--- src/rtl/axi_pkg.sv ---
// Shared definitions for the AXI burst initiator.
//   state_e      : transaction FSM states
//   BURST_INCR   : AxBURST encoding for incrementing bursts
//   RESP_*       : xRESP encodings the initiator distinguishes
//   SIZE_8B      : AxSIZE encoding for 8-byte (64-bit) beats
package axi_pkg;

  typedef enum logic [2:0] {
    ST_IDLE,
    ST_AW,
    ST_W,
    ST_B,
    ST_AR,
    ST_R
  } state_e;

  localparam logic [1:0] BURST_INCR  = 2'b01;
  localparam logic [1:0] RESP_OKAY   = 2'b00;
  localparam logic [1:0] RESP_SLVERR = 2'b10;
  localparam logic [2:0] SIZE_8B     = 3'b011;

endpackage

--- src/rtl/axi_burst_master_if.sv ---
// Bundle of every non-clock/reset signal of the burst initiator.
//   cmd_*              : command request (valid/ready) with rw, start address, beats-1
//   wr_data*           : write payload stream into the initiator
//   rd_*               : read payload stream out of the initiator
//   done/err/busy      : transaction status
//   aw*/w*/b*/ar*/r*   : AXI initiator channels
// Modports:
//   master : the initiator's view (axi_burst_master)
//   slave  : the view of whatever drives commands/streams and models the subordinate
interface axi_burst_master_if #(
  parameter int ADDR_W = 32,
  parameter int DATA_W = 64,
  parameter int LEN_W  = 4
);

  // command and streams
  logic                cmd_valid;
  logic                cmd_ready;
  logic                cmd_rw;
  logic [ADDR_W-1:0]   cmd_addr;
  logic [LEN_W-1:0]    cmd_len;
  logic [DATA_W-1:0]   wr_data;
  logic                wr_data_valid;
  logic                wr_data_ready;
  logic [DATA_W-1:0]   rd_data;
  logic                rd_valid;
  logic                rd_ready;
  logic                rd_last;
  logic                done;
  logic                err;
  logic                busy;

  // AXI write address / data / response
  logic [ADDR_W-1:0]   awaddr;
  logic                awvalid;
  logic                awready;
  logic [LEN_W-1:0]    awlen;
  logic [2:0]          awsize;
  logic [1:0]          awburst;
  logic                wvalid;
  logic                wready;
  logic                wlast;
  logic [DATA_W-1:0]   wdata;
  logic [DATA_W/8-1:0] wstrb;
  logic                bvalid;
  logic                bready;
  logic [1:0]          bresp;

  // AXI read address / data
  logic                arvalid;
  logic                arready;
  logic [ADDR_W-1:0]   araddr;
  logic [2:0]          arsize;
  logic [1:0]          arburst;
  logic [LEN_W-1:0]    arlen;
  logic                rvalid;
  logic                rready;
  logic                rlast;
  logic [DATA_W-1:0]   rdata;
  logic [1:0]          rresp;

  modport master (
    input  cmd_valid, cmd_rw, cmd_addr, cmd_len, wr_data, wr_data_valid, rd_ready,
           awready, wready, bvalid, bresp, arready, rvalid, rlast, rdata, rresp,
    output cmd_ready, wr_data_ready, rd_data, rd_valid, rd_last, done, err, busy,
           awaddr, awvalid, awlen, awsize, awburst, wvalid, wlast, wdata, wstrb,
           bready, arvalid, araddr, arsize, arburst, arlen, rready
  );

  modport slave (
    output cmd_valid, cmd_rw, cmd_addr, cmd_len, wr_data, wr_data_valid, rd_ready,
           awready, wready, bvalid, bresp, arready, rvalid, rlast, rdata, rresp,
    input  cmd_ready, wr_data_ready, rd_data, rd_valid, rd_last, done, err, busy,
           awaddr, awvalid, awlen, awsize, awburst, wvalid, wlast, wdata, wstrb,
           bready, arvalid, araddr, arsize, arburst, arlen, rready
  );

endinterface

--- src/rtl/axi_beat_counter.sv ---
// Beat counter shared by the W and R data phases.
//   clk, rst_n : clock, asynchronous active-low reset
//   clear      : restart the count at zero (at command acceptance)
//   inc        : one beat handshake completed
//   len        : burst length field (beats-1)
//   is_last    : the current beat is beat number len
//   past_last  : the current beat lies beyond len (only reachable on reads)
// The counter is one bit wider than len so a 16-beat burst never wraps, and it
// saturates so an overrunning read stays flagged.
import axi_pkg::*;

module axi_beat_counter #(
  parameter int LEN_W = 4
) (
  input  logic             clk,
  input  logic             rst_n,
  input  logic             clear,
  input  logic             inc,
  input  logic [LEN_W-1:0] len,
  output logic             is_last,
  output logic             past_last
);

  logic [LEN_W:0] count_q, count_d;
  logic [LEN_W:0] len_ext;

  assign len_ext = {1'b0, len};

  always_comb begin
    count_d = count_q;
    if (clear) begin
      count_d = '0;
    end else if (inc && (count_q != '1)) begin
      count_d = count_q + {{LEN_W{1'b0}}, 1'b1};
    end
  end

  always_ff @(posedge clk or negedge rst_n) begin
    if (!rst_n) begin
      count_q <= '0;
    end else begin
      count_q <= count_d;
    end
  end

  assign is_last   = (count_q == len_ext);
  assign past_last = (count_q >  len_ext);

endmodule

--- src/rtl/axi_burst_master.sv ---
// AXI initiator issuing one INCR burst (up to 16 x 64-bit beats) per command.
//   a_clk, a_rst_n : clock, asynchronous active-low reset
//   bus (master)   : command port, write/read payload streams, status
//                    (done/err/busy) and the five AXI channels
// Write payload and read payload are passed straight through between the
// streams and the W/R channels; only the address phase is registered.
import axi_pkg::*;

module axi_burst_master #(
  parameter int ADDR_W = 32,
  parameter int DATA_W = 64,
  parameter int LEN_W  = 4
) (
  input  logic               a_clk,
  input  logic               a_rst_n,
  axi_burst_master_if.master bus
);

  state_e            state_q, state_d;
  logic [ADDR_W-1:0] addr_q, addr_d;
  logic [LEN_W-1:0]  len_q, len_d;
  logic              done_q, done_d;
  logic              err_q, err_d;
  logic              rerr_q, rerr_d;

  logic cmd_fire;
  logic w_fire;
  logic r_fire;
  logic beat_last;
  logic beat_over;
  logic r_beat_err;

  // A new command is refused during the done cycle so that status and the next
  // acceptance never overlap.
  assign cmd_fire = (state_q == ST_IDLE) && !done_q && bus.cmd_valid;
  assign w_fire   = (state_q == ST_W) && bus.wr_data_valid && bus.wready;
  assign r_fire   = (state_q == ST_R) && bus.rvalid && bus.rd_ready;

  // Read framing: a bad response, an early rlast, or a beat beyond len.
  assign r_beat_err = (bus.rresp != RESP_OKAY) || (bus.rlast && !beat_last) || beat_over;

  axi_beat_counter #(
    .LEN_W (LEN_W)
  ) u_beat_cnt (
    .clk       (a_clk),
    .rst_n     (a_rst_n),
    .clear     (cmd_fire),
    .inc       (w_fire || r_fire),
    .len       (len_q),
    .is_last   (beat_last),
    .past_last (beat_over)
  );

  // Fixed attributes and pass-through payload.
  assign bus.awaddr    = addr_q;
  assign bus.araddr    = addr_q;
  assign bus.awlen     = len_q;
  assign bus.arlen     = len_q;
  assign bus.awsize    = SIZE_8B;
  assign bus.arsize    = SIZE_8B;
  assign bus.awburst   = BURST_INCR;
  assign bus.arburst   = BURST_INCR;
  assign bus.wstrb     = '1;
  assign bus.wdata     = bus.wr_data;
  assign bus.rd_data   = bus.rdata;
  assign bus.done      = done_q;
  assign bus.err       = err_q;
  assign bus.busy      = (state_q != ST_IDLE);
  assign bus.cmd_ready = (state_q == ST_IDLE) && !done_q;

  always_comb begin
    state_d = state_q;
    addr_d  = addr_q;
    len_d   = len_q;
    done_d  = 1'b0;
    err_d   = 1'b0;
    rerr_d  = rerr_q;

    bus.awvalid       = 1'b0;
    bus.wvalid        = 1'b0;
    bus.wlast         = 1'b0;
    bus.wr_data_ready = 1'b0;
    bus.bready        = 1'b0;
    bus.arvalid       = 1'b0;
    bus.rready        = 1'b0;
    bus.rd_valid      = 1'b0;
    bus.rd_last       = 1'b0;

    unique case (state_q)
      ST_IDLE: begin
        if (cmd_fire) begin
          // Bursts are always 8-byte aligned.
          addr_d  = bus.cmd_addr & ~{{(ADDR_W-3){1'b0}}, 3'b111};
          len_d   = bus.cmd_len;
          rerr_d  = 1'b0;
          state_d = bus.cmd_rw ? ST_AR : ST_AW;
        end
      end
      ST_AW: begin
        bus.awvalid = 1'b1;
        if (bus.awready) state_d = ST_W;
      end
      ST_W: begin
        bus.wvalid        = bus.wr_data_valid;
        bus.wr_data_ready = bus.wready;
        bus.wlast         = beat_last;
        if (w_fire && beat_last) state_d = ST_B;
      end
      ST_B: begin
        bus.bready = 1'b1;
        if (bus.bvalid) begin
          done_d  = 1'b1;
          err_d   = (bus.bresp != RESP_OKAY);
          state_d = ST_IDLE;
        end
      end
      ST_AR: begin
        bus.arvalid = 1'b1;
        if (bus.arready) state_d = ST_R;
      end
      ST_R: begin
        bus.rready   = bus.rd_ready;
        bus.rd_valid = bus.rvalid;
        bus.rd_last  = bus.rlast;
        if (r_fire) begin
          rerr_d = rerr_q | r_beat_err;
          // Only rlast ends a read; overrunning beats are forwarded and flagged.
          if (bus.rlast) begin
            done_d  = 1'b1;
            err_d   = rerr_q | r_beat_err;
            state_d = ST_IDLE;
          end
        end
      end
      default: state_d = ST_IDLE;
    endcase
  end

  always_ff @(posedge a_clk or negedge a_rst_n) begin
    if (!a_rst_n) begin
      state_q <= ST_IDLE;
      addr_q  <= '0;
      len_q   <= '0;
      done_q  <= 1'b0;
      err_q   <= 1'b0;
      rerr_q  <= 1'b0;
    end else begin
      state_q <= state_d;
      addr_q  <= addr_d;
      len_q   <= len_d;
      done_q  <= done_d;
      err_q   <= err_d;
      rerr_q  <= rerr_d;
    end
  end

endmodule

--- src/flat_wrapper.sv ---
// flat-port wrapper written by rule: the top's interface ports become plain ports
module axi_burst_master_flat 
#(
  parameter int ADDR_W = 32,
  parameter int DATA_W = 64,
  parameter int LEN_W  = 4
)
  (a_clk, a_rst_n, bus_cmd_valid, bus_cmd_rw, bus_cmd_addr, bus_cmd_len, bus_wr_data, bus_wr_data_valid, bus_rd_ready, bus_awready, bus_wready, bus_bvalid, bus_bresp, bus_arready, bus_rvalid, bus_rlast, bus_rdata, bus_rresp, bus_cmd_ready, bus_wr_data_ready, bus_rd_data, bus_rd_valid, bus_rd_last, bus_done, bus_err, bus_busy, bus_awaddr, bus_awvalid, bus_awlen, bus_awsize, bus_awburst, bus_wvalid, bus_wlast, bus_wdata, bus_wstrb, bus_bready, bus_arvalid, bus_araddr, bus_arsize, bus_arburst, bus_arlen, bus_rready);
  axi_burst_master_if #(.ADDR_W(ADDR_W), .DATA_W(DATA_W), .LEN_W(LEN_W)) bus_i ();
  input  logic a_clk;
  input  logic a_rst_n;
  input wire logic [$bits(bus_i.cmd_valid)-1:0] bus_cmd_valid;
  input wire logic [$bits(bus_i.cmd_rw)-1:0] bus_cmd_rw;
  input wire logic [$bits(bus_i.cmd_addr)-1:0] bus_cmd_addr;
  input wire logic [$bits(bus_i.cmd_len)-1:0] bus_cmd_len;
  input wire logic [$bits(bus_i.wr_data)-1:0] bus_wr_data;
  input wire logic [$bits(bus_i.wr_data_valid)-1:0] bus_wr_data_valid;
  input wire logic [$bits(bus_i.rd_ready)-1:0] bus_rd_ready;
  input wire logic [$bits(bus_i.awready)-1:0] bus_awready;
  input wire logic [$bits(bus_i.wready)-1:0] bus_wready;
  input wire logic [$bits(bus_i.bvalid)-1:0] bus_bvalid;
  input wire logic [$bits(bus_i.bresp)-1:0] bus_bresp;
  input wire logic [$bits(bus_i.arready)-1:0] bus_arready;
  input wire logic [$bits(bus_i.rvalid)-1:0] bus_rvalid;
  input wire logic [$bits(bus_i.rlast)-1:0] bus_rlast;
  input wire logic [$bits(bus_i.rdata)-1:0] bus_rdata;
  input wire logic [$bits(bus_i.rresp)-1:0] bus_rresp;
  output wire logic [$bits(bus_i.cmd_ready)-1:0] bus_cmd_ready;
  output wire logic [$bits(bus_i.wr_data_ready)-1:0] bus_wr_data_ready;
  output wire logic [$bits(bus_i.rd_data)-1:0] bus_rd_data;
  output wire logic [$bits(bus_i.rd_valid)-1:0] bus_rd_valid;
  output wire logic [$bits(bus_i.rd_last)-1:0] bus_rd_last;
  output wire logic [$bits(bus_i.done)-1:0] bus_done;
  output wire logic [$bits(bus_i.err)-1:0] bus_err;
  output wire logic [$bits(bus_i.busy)-1:0] bus_busy;
  output wire logic [$bits(bus_i.awaddr)-1:0] bus_awaddr;
  output wire logic [$bits(bus_i.awvalid)-1:0] bus_awvalid;
  output wire logic [$bits(bus_i.awlen)-1:0] bus_awlen;
  output wire logic [$bits(bus_i.awsize)-1:0] bus_awsize;
  output wire logic [$bits(bus_i.awburst)-1:0] bus_awburst;
  output wire logic [$bits(bus_i.wvalid)-1:0] bus_wvalid;
  output wire logic [$bits(bus_i.wlast)-1:0] bus_wlast;
  output wire logic [$bits(bus_i.wdata)-1:0] bus_wdata;
  output wire logic [$bits(bus_i.wstrb)-1:0] bus_wstrb;
  output wire logic [$bits(bus_i.bready)-1:0] bus_bready;
  output wire logic [$bits(bus_i.arvalid)-1:0] bus_arvalid;
  output wire logic [$bits(bus_i.araddr)-1:0] bus_araddr;
  output wire logic [$bits(bus_i.arsize)-1:0] bus_arsize;
  output wire logic [$bits(bus_i.arburst)-1:0] bus_arburst;
  output wire logic [$bits(bus_i.arlen)-1:0] bus_arlen;
  output wire logic [$bits(bus_i.rready)-1:0] bus_rready;
  assign bus_i.cmd_valid = bus_cmd_valid;
  assign bus_i.cmd_rw = bus_cmd_rw;
  assign bus_i.cmd_addr = bus_cmd_addr;
  assign bus_i.cmd_len = bus_cmd_len;
  assign bus_i.wr_data = bus_wr_data;
  assign bus_i.wr_data_valid = bus_wr_data_valid;
  assign bus_i.rd_ready = bus_rd_ready;
  assign bus_i.awready = bus_awready;
  assign bus_i.wready = bus_wready;
  assign bus_i.bvalid = bus_bvalid;
  assign bus_i.bresp = bus_bresp;
  assign bus_i.arready = bus_arready;
  assign bus_i.rvalid = bus_rvalid;
  assign bus_i.rlast = bus_rlast;
  assign bus_i.rdata = bus_rdata;
  assign bus_i.rresp = bus_rresp;
  assign bus_cmd_ready = bus_i.cmd_ready;
  assign bus_wr_data_ready = bus_i.wr_data_ready;
  assign bus_rd_data = bus_i.rd_data;
  assign bus_rd_valid = bus_i.rd_valid;
  assign bus_rd_last = bus_i.rd_last;
  assign bus_done = bus_i.done;
  assign bus_err = bus_i.err;
  assign bus_busy = bus_i.busy;
  assign bus_awaddr = bus_i.awaddr;
  assign bus_awvalid = bus_i.awvalid;
  assign bus_awlen = bus_i.awlen;
  assign bus_awsize = bus_i.awsize;
  assign bus_awburst = bus_i.awburst;
  assign bus_wvalid = bus_i.wvalid;
  assign bus_wlast = bus_i.wlast;
  assign bus_wdata = bus_i.wdata;
  assign bus_wstrb = bus_i.wstrb;
  assign bus_bready = bus_i.bready;
  assign bus_arvalid = bus_i.arvalid;
  assign bus_araddr = bus_i.araddr;
  assign bus_arsize = bus_i.arsize;
  assign bus_arburst = bus_i.arburst;
  assign bus_arlen = bus_i.arlen;
  assign bus_rready = bus_i.rready;
  axi_burst_master #(.ADDR_W(ADDR_W), .DATA_W(DATA_W), .LEN_W(LEN_W)) u_core (.a_clk(a_clk), .a_rst_n(a_rst_n), .bus(bus_i));
endmodule
--- config.mk ---
export PLATFORM = sky130hd
export DESIGN_NAME = axi_burst_master_flat
export DESIGN_NICKNAME = d
export VERILOG_FILES = /design/src/rtl/axi_pkg.sv /design/src/rtl/axi_burst_master_if.sv /design/src/rtl/axi_beat_counter.sv /design/src/rtl/axi_burst_master.sv /design/src/flat_wrapper.sv
export SDC_FILE = /design/constraint.sdc
export NUM_CORES = 1
export LEC_CHECK = 0
export ABC_AREA = 0
export CAP_MARGIN = 30
export CORE_AREA = 2 2 158 160
export CTS_CLUSTER_DIAMETER = 100
export DETAILED_ROUTE_END_ITERATION = 8
export DIE_AREA = 0 0 160 162
export GPL_TIMING_DRIVEN = 0
export SETUP_SLACK_MARGIN = 0.5
export SLEW_MARGIN = 20
export SYNTH_ARGS = -nofsm -noshare
export SYNTH_HDL_FRONTEND = slang
export SYNTH_SLANG_ARGS = --single-unit
--- constraint.sdc ---
create_clock -name a_clk -period 2.7 [get_ports a_clk]
set_input_delay 0.27 -clock a_clk [delete_from_list [all_inputs] [get_ports a_clk]]
set_output_delay 0.27 -clock a_clk [all_outputs]
set_load 0.01 [all_outputs]
Word-level counts from Yosys, hierarchy flattened
Index checks and enable logic that the tools add are counted.

Equality and inequality tests: 14. $lt $le $gt $ge: 1. Add/sub/neg operators: 1. Mux-type cells: 31. Shifts and indexed selects: 0. Div/mod/pow operators: 0. $mul: 0. Reduce and logical (&&, ||, !) cells: 23. Bitwise gates (word level): 1.

Operators by type and width (number): $mux W3 (8); $pmux W3 S6 (1); $mux W1 (17); $mux W5 (2); $ne A2 B2 Y1 const B (5); $logic_and A1 B1 Y1 (9); $reduce_bool A2 Y1 (4); $reduce_and A7 Y1 (1); $eq A3 B2 Y1 const B (2); $eq A3 B3 Y1 const B (2); $pmux W1 S2 (3); $add A5 B1 Y5 const B (1); $eq A5 B4 Y1 (1); $gt A5 B4 Y1 (1); $ne A5 B5 Y1 const B (1); $ne A2 B1 Y1 const B (2); $eq A3 B1 Y1 const B (1); $logic_not A3 Y1 (1); $logic_or A1 B1 Y1 (3); $reduce_and A3 Y1 (1); $reduce_bool A3 Y1 (1); $logic_not A1 Y1 (2); $reduce_and A2 Y1 (1); $or A1 B1 Y1 (1).

Word-level logic and storage cells: 78. Memory bits (writable): 0. Latch bits: 0. Bits in registers: 44. Bits in read-only memories: 0. Memories kept: 0. Output and inout port bits: 231. Input bits: 180.

Depth between registers and ports, before layout
Word-level depth: 9. Depth in mapped cells: 9. Gate-level depth less buffers: 7.

By module
A second synthesis with hierarchy kept.

Cell total of the unflattened synthesis: 358. Area, all modules: 3503.4 um^2.

By module, submodules not included: axi_burst_master (area an instance 3140.5 um^2, seq. area each 975.9 um^2, times used 1, cells each 318); axi_beat_counter (area an instance 362.8 um^2, seq. area each 125.1 um^2, times used 1, cells each 40).

Least setup slack after synthesis
No wires, ideal clock.

Kind: flip-flop to flip-flop. Start point: register u_core.len_q[3], in the netlist u_core.bus.arlen[3]. End point: register u_core.rerr_q. Path buffers: 0. Arrival time: 1799 ps. Period minus slack after synthesis: 1940 ps. Cell stages (with the launch flop): 7. Setup slack: 760 ps. Path through: dfrtp_1 > inv_1 > ha_1 > a2111oi_0 > o31ai_1 > a2111oi_1 > o21ai_0.

Word-level cells in the longest chain between the ends: 8. Elaborated cells on any way between the ends: 9. Classes of those cells: 1 x order compare; 1 x eq/ne; 2 x mux; 1 x bitwise; 4 x reduce/logical.

RTL lines: start: declaration (RTL line axi_burst_master.sv:21) `logic [LEN_W-1:0] len_q, len_d;`; start signal: assignment (RTL line axi_burst_master.sv:150) `len_q <= len_d;`; branches (longest 4 deep; another with $gt A5 B4 Y1); $logic_or A1 B1 Y1 * (RTL line axi_burst_master.sv:40) `assign r_beat_err = (bus.rresp != RESP_OKAY) || (bus.rlast && !beat_last) || beat_over;`; $or A1 B1 Y1 * (RTL line axi_burst_master.sv:126) `rerr_d = rerr_q | r_beat_err;`; $mux W1 * (RTL line axi_burst_master.sv:125) `if (r_fire) begin`; $pmux W1 S2 * (RTL line axi_burst_master.sv:89) `unique case (state_q)`; end signal: assignment (RTL line axi_burst_master.sv:153) `rerr_q <= rerr_d;`; end: declaration (RTL line axi_burst_master.sv:24) `logic rerr_q, rerr_d;`.

Mark *: on every way between the ends. The select of a mux whose other input is x is not followed. A chain may end at the register's enable or synchronous reset.

Worst setup path in the final report
Start point: register u_core.state_q[0]. End point: output bus_wvalid.

Word-level cells in the longest chain between the ends: 2.

RTL lines: start: declaration (RTL line axi_burst_master.sv:19) `state_e state_q, state_d;`; start signal: assignment (RTL line axi_burst_master.sv:148) `state_q <= state_d;`; $eq A3 B2 Y1 (RTL line axi_burst_master.sv:89); $mux W1 (RTL line axi_burst_master.sv:89); end: declaration (RTL line flat_wrapper.sv:41) `output wire logic [$bits(bus_i.wvalid)-1:0] bus_wvalid;`.

No other way between the ends.

==> out/metrics.cfg <==
[timing]
hold_ws_ps = 497.9
fmax_mhz = 484.5
grt_setup_unrepaired = false
min_period_ps = 2064
fin_skew_ps = 10.51
tns_ps = 0
setup-violations-final = 0
fin_crit_sh_pct = 76.44
setup_slack_ps = 636.2
timing.max_slew.rel_slack_pct = 64.66
hold_viol = 0
worstMarginPinSlew_ps = 530.0
finalMaxSlewViolations = 0

[grt]
antenna_found_initial = 0
grt_max_degree = 25
grt_pass1_wl_um = 17220
overflow = 0
grt_pass1_vias = 3270
grt.total_usage_pct = 8.278

[cts]
cts_max_path_buffers = 2
h-tree-depth = 2
clk_pin_slew_ps = 70
cts_root_buffer = clkbuf_16
clock_sinks = 44
cts_buffers = 5
cts_tree = built
clock_latency_ps = 290

[final_layout]
stdcell_count = 1027
fin_util_pct = 28.00
final_nets = 888
design_area_mm2 = 0.006749
synthToLayoutAreaGrowth_pct = 92.23
antennaDiodeCount = 0
drive_gt1_share_pct = 30.87

[flow_run]
drv_cap = 0

[critical_path]
path_cells = buf_6 > nor3b_4 > and2_1 > clkdlybuf4s50_1
crit_path_top_delay_cell = clkdlybuf4s50_1
path_max_fanout = 8
cp-start-kind = register
critPathKind = reg -> out
max_stage_delay_ps = 540
end_kind = primary output
required_ps = 2430
worstPathArrival_ps = 1790

[synthesis]
synthTopCellsByCount = buf_4, nand2_1, dfrtp_1
synthesis.area_mm2 = 0.003511
yosys.area.top_type_share_pct = 39.99
synthCells = 415
synth_cell_types = 38
synth_warnings = 0
yosysMostFrequentCell = buf_4
ys_seq_elements = 44
avgSynthCellArea_um2 = 8.460
synth.area.top_cells = buf_4, dfrtp_1, nand2_1
post-synth-top-area-cell = buf_4
synthFlopType = dfrtp_1
ys_async_sr_fraction_pct = 100.0
synth_seq_area_share_pct = 31.36
synth-edff-count = 0

[power_and_ir_drop]
total_power_mw = 4.859
powerDensity_mw_per_mm2 = 720.0
leakage_nw = 3.199
ir_worst_vdd_uv = 289.5

[floorplan]
ios = 411
die_y_um = 162
die_area_mm2 = 0.02592
die_x_um = 160
core_area_mm2 = 0.02411
rows = 57
start_util_pct = 14.56

[route]
wl_per_cell_um = 11.28
ant_nets = 0
wl_um = 11590
drc = 0
dr.pass1.iters = 4
num_vias = 3350
vias_per_cell = 3.262
drt-initial-drc-count = 74

[place]
dp_cells = 1017
portBuffers = 255
place_area_mm2 = 0.006566
dp_hpwl_um = 10080
place_ws_ps = 434.3
gp_congestion = 0.7246

[worst_hold_path]
worstHoldPathType = in -> async

[outcome]
status = finished clean

==> worst paths after layout <==
kind | startpoint | endpoint | slack, ps | depth (start not counted)
max | u_core.state_q[0] | bus_wvalid | 640 | 4
min | a_rst_n | u_core.bus.araddr[3] | 500 | 2
max reg2reg | u_core.bus.arlen[3] | u_core.bus.err | 700 | 6
min reg2reg | u_core.bus.araddr[16] | u_core.bus.araddr[16] | 500 | 2
max in group asynchronous | a_rst_n | u_core.bus.araddr[27] | 1670 | 3
min in group a_clk | u_core.bus.araddr[16] | u_core.bus.araddr[16] | 500 | 2
==> critical path: cells and delay by family, from the launching register on <==
kind	cells	cell delay [ps]
buffers and inverters	2	680
flip-flops	1	370
AND/OR/NAND/NOR	2	450
==> cell type report <==
cell class	count	area, um2
fillers	2597	17360
inverters	8	30.03
clock buffers	7	142.6
flip-flops and latches	44	1101
repair buffers	258	2582
multi-input cells	189	987.2
plain buffers	196	1493
clock inverters	1	7.507
well taps	324	405.4
==> placed cells by master, fill, tap and decap left out, types with 6 or more instances in the layout <==
cell / instances
clkdlybuf4s50_1: 252
buf_6: 7
mux2i_1: 6
conb_1: 24
ha_1: 6
nand2_1: 102
inv_1: 7
o21ai_0: 7
buf_4: 188
dfrtp_1: 44
nor2_1: 6
==> where the power goes <==
group	switching, mW	internal, mW	total [mW]
logic	1.23	1.84	3.07
clock network	0.258	0.369	0.627
registers	0.230	0.930	1.16
==> state kept, by name, summed over array words and instances, names as in the netlist <==
signal                     count
u_core.bus.araddr             29
u_core.u_beat_cnt.count_q      5
u_core.bus.arlen               4
u_core.state_q                 3
u_core.bus.done                1
u_core.bus.err                 1
u_core.rerr_q                  1
==> kinds of logic after synthesis <==
| family | after synthesis | synth area share, % |
|---|---|---|
| buf+inv | 204 | 43.37 |
| simple gates | 133 | 16.64 |
| flops | 44 | 31.36 |
| compound gates | 19 | 4.313 |
| fa+ha+maj | 6 | 2.138 |
| mux | 6 | 1.711 |
| other cells | 2 | 0.2139 |
| xor+xnor | 1 | 0.2495 |
==> routing by layer <==
metal / global-route usage, % / up-vias / part of all wire, %
li1: - / 1662 / -
met1: 9.964 / 1471 / 40
met2: 14.90 / 209 / 51
met3: 1.864 / 8 / 7.9
met4: 2.170 / 0 / 1.1
met5: 0 / - / 0
==> repair_timing <==
action                                  CTS  global route
endpoints found under the setup margin    1             6
setup buffers                             0             1
hold buffers                              1             0
endpoints found under the hold margin    20             0
resized for setup                         4             5
No activity file was read; power rests on OpenSTA's default activity.
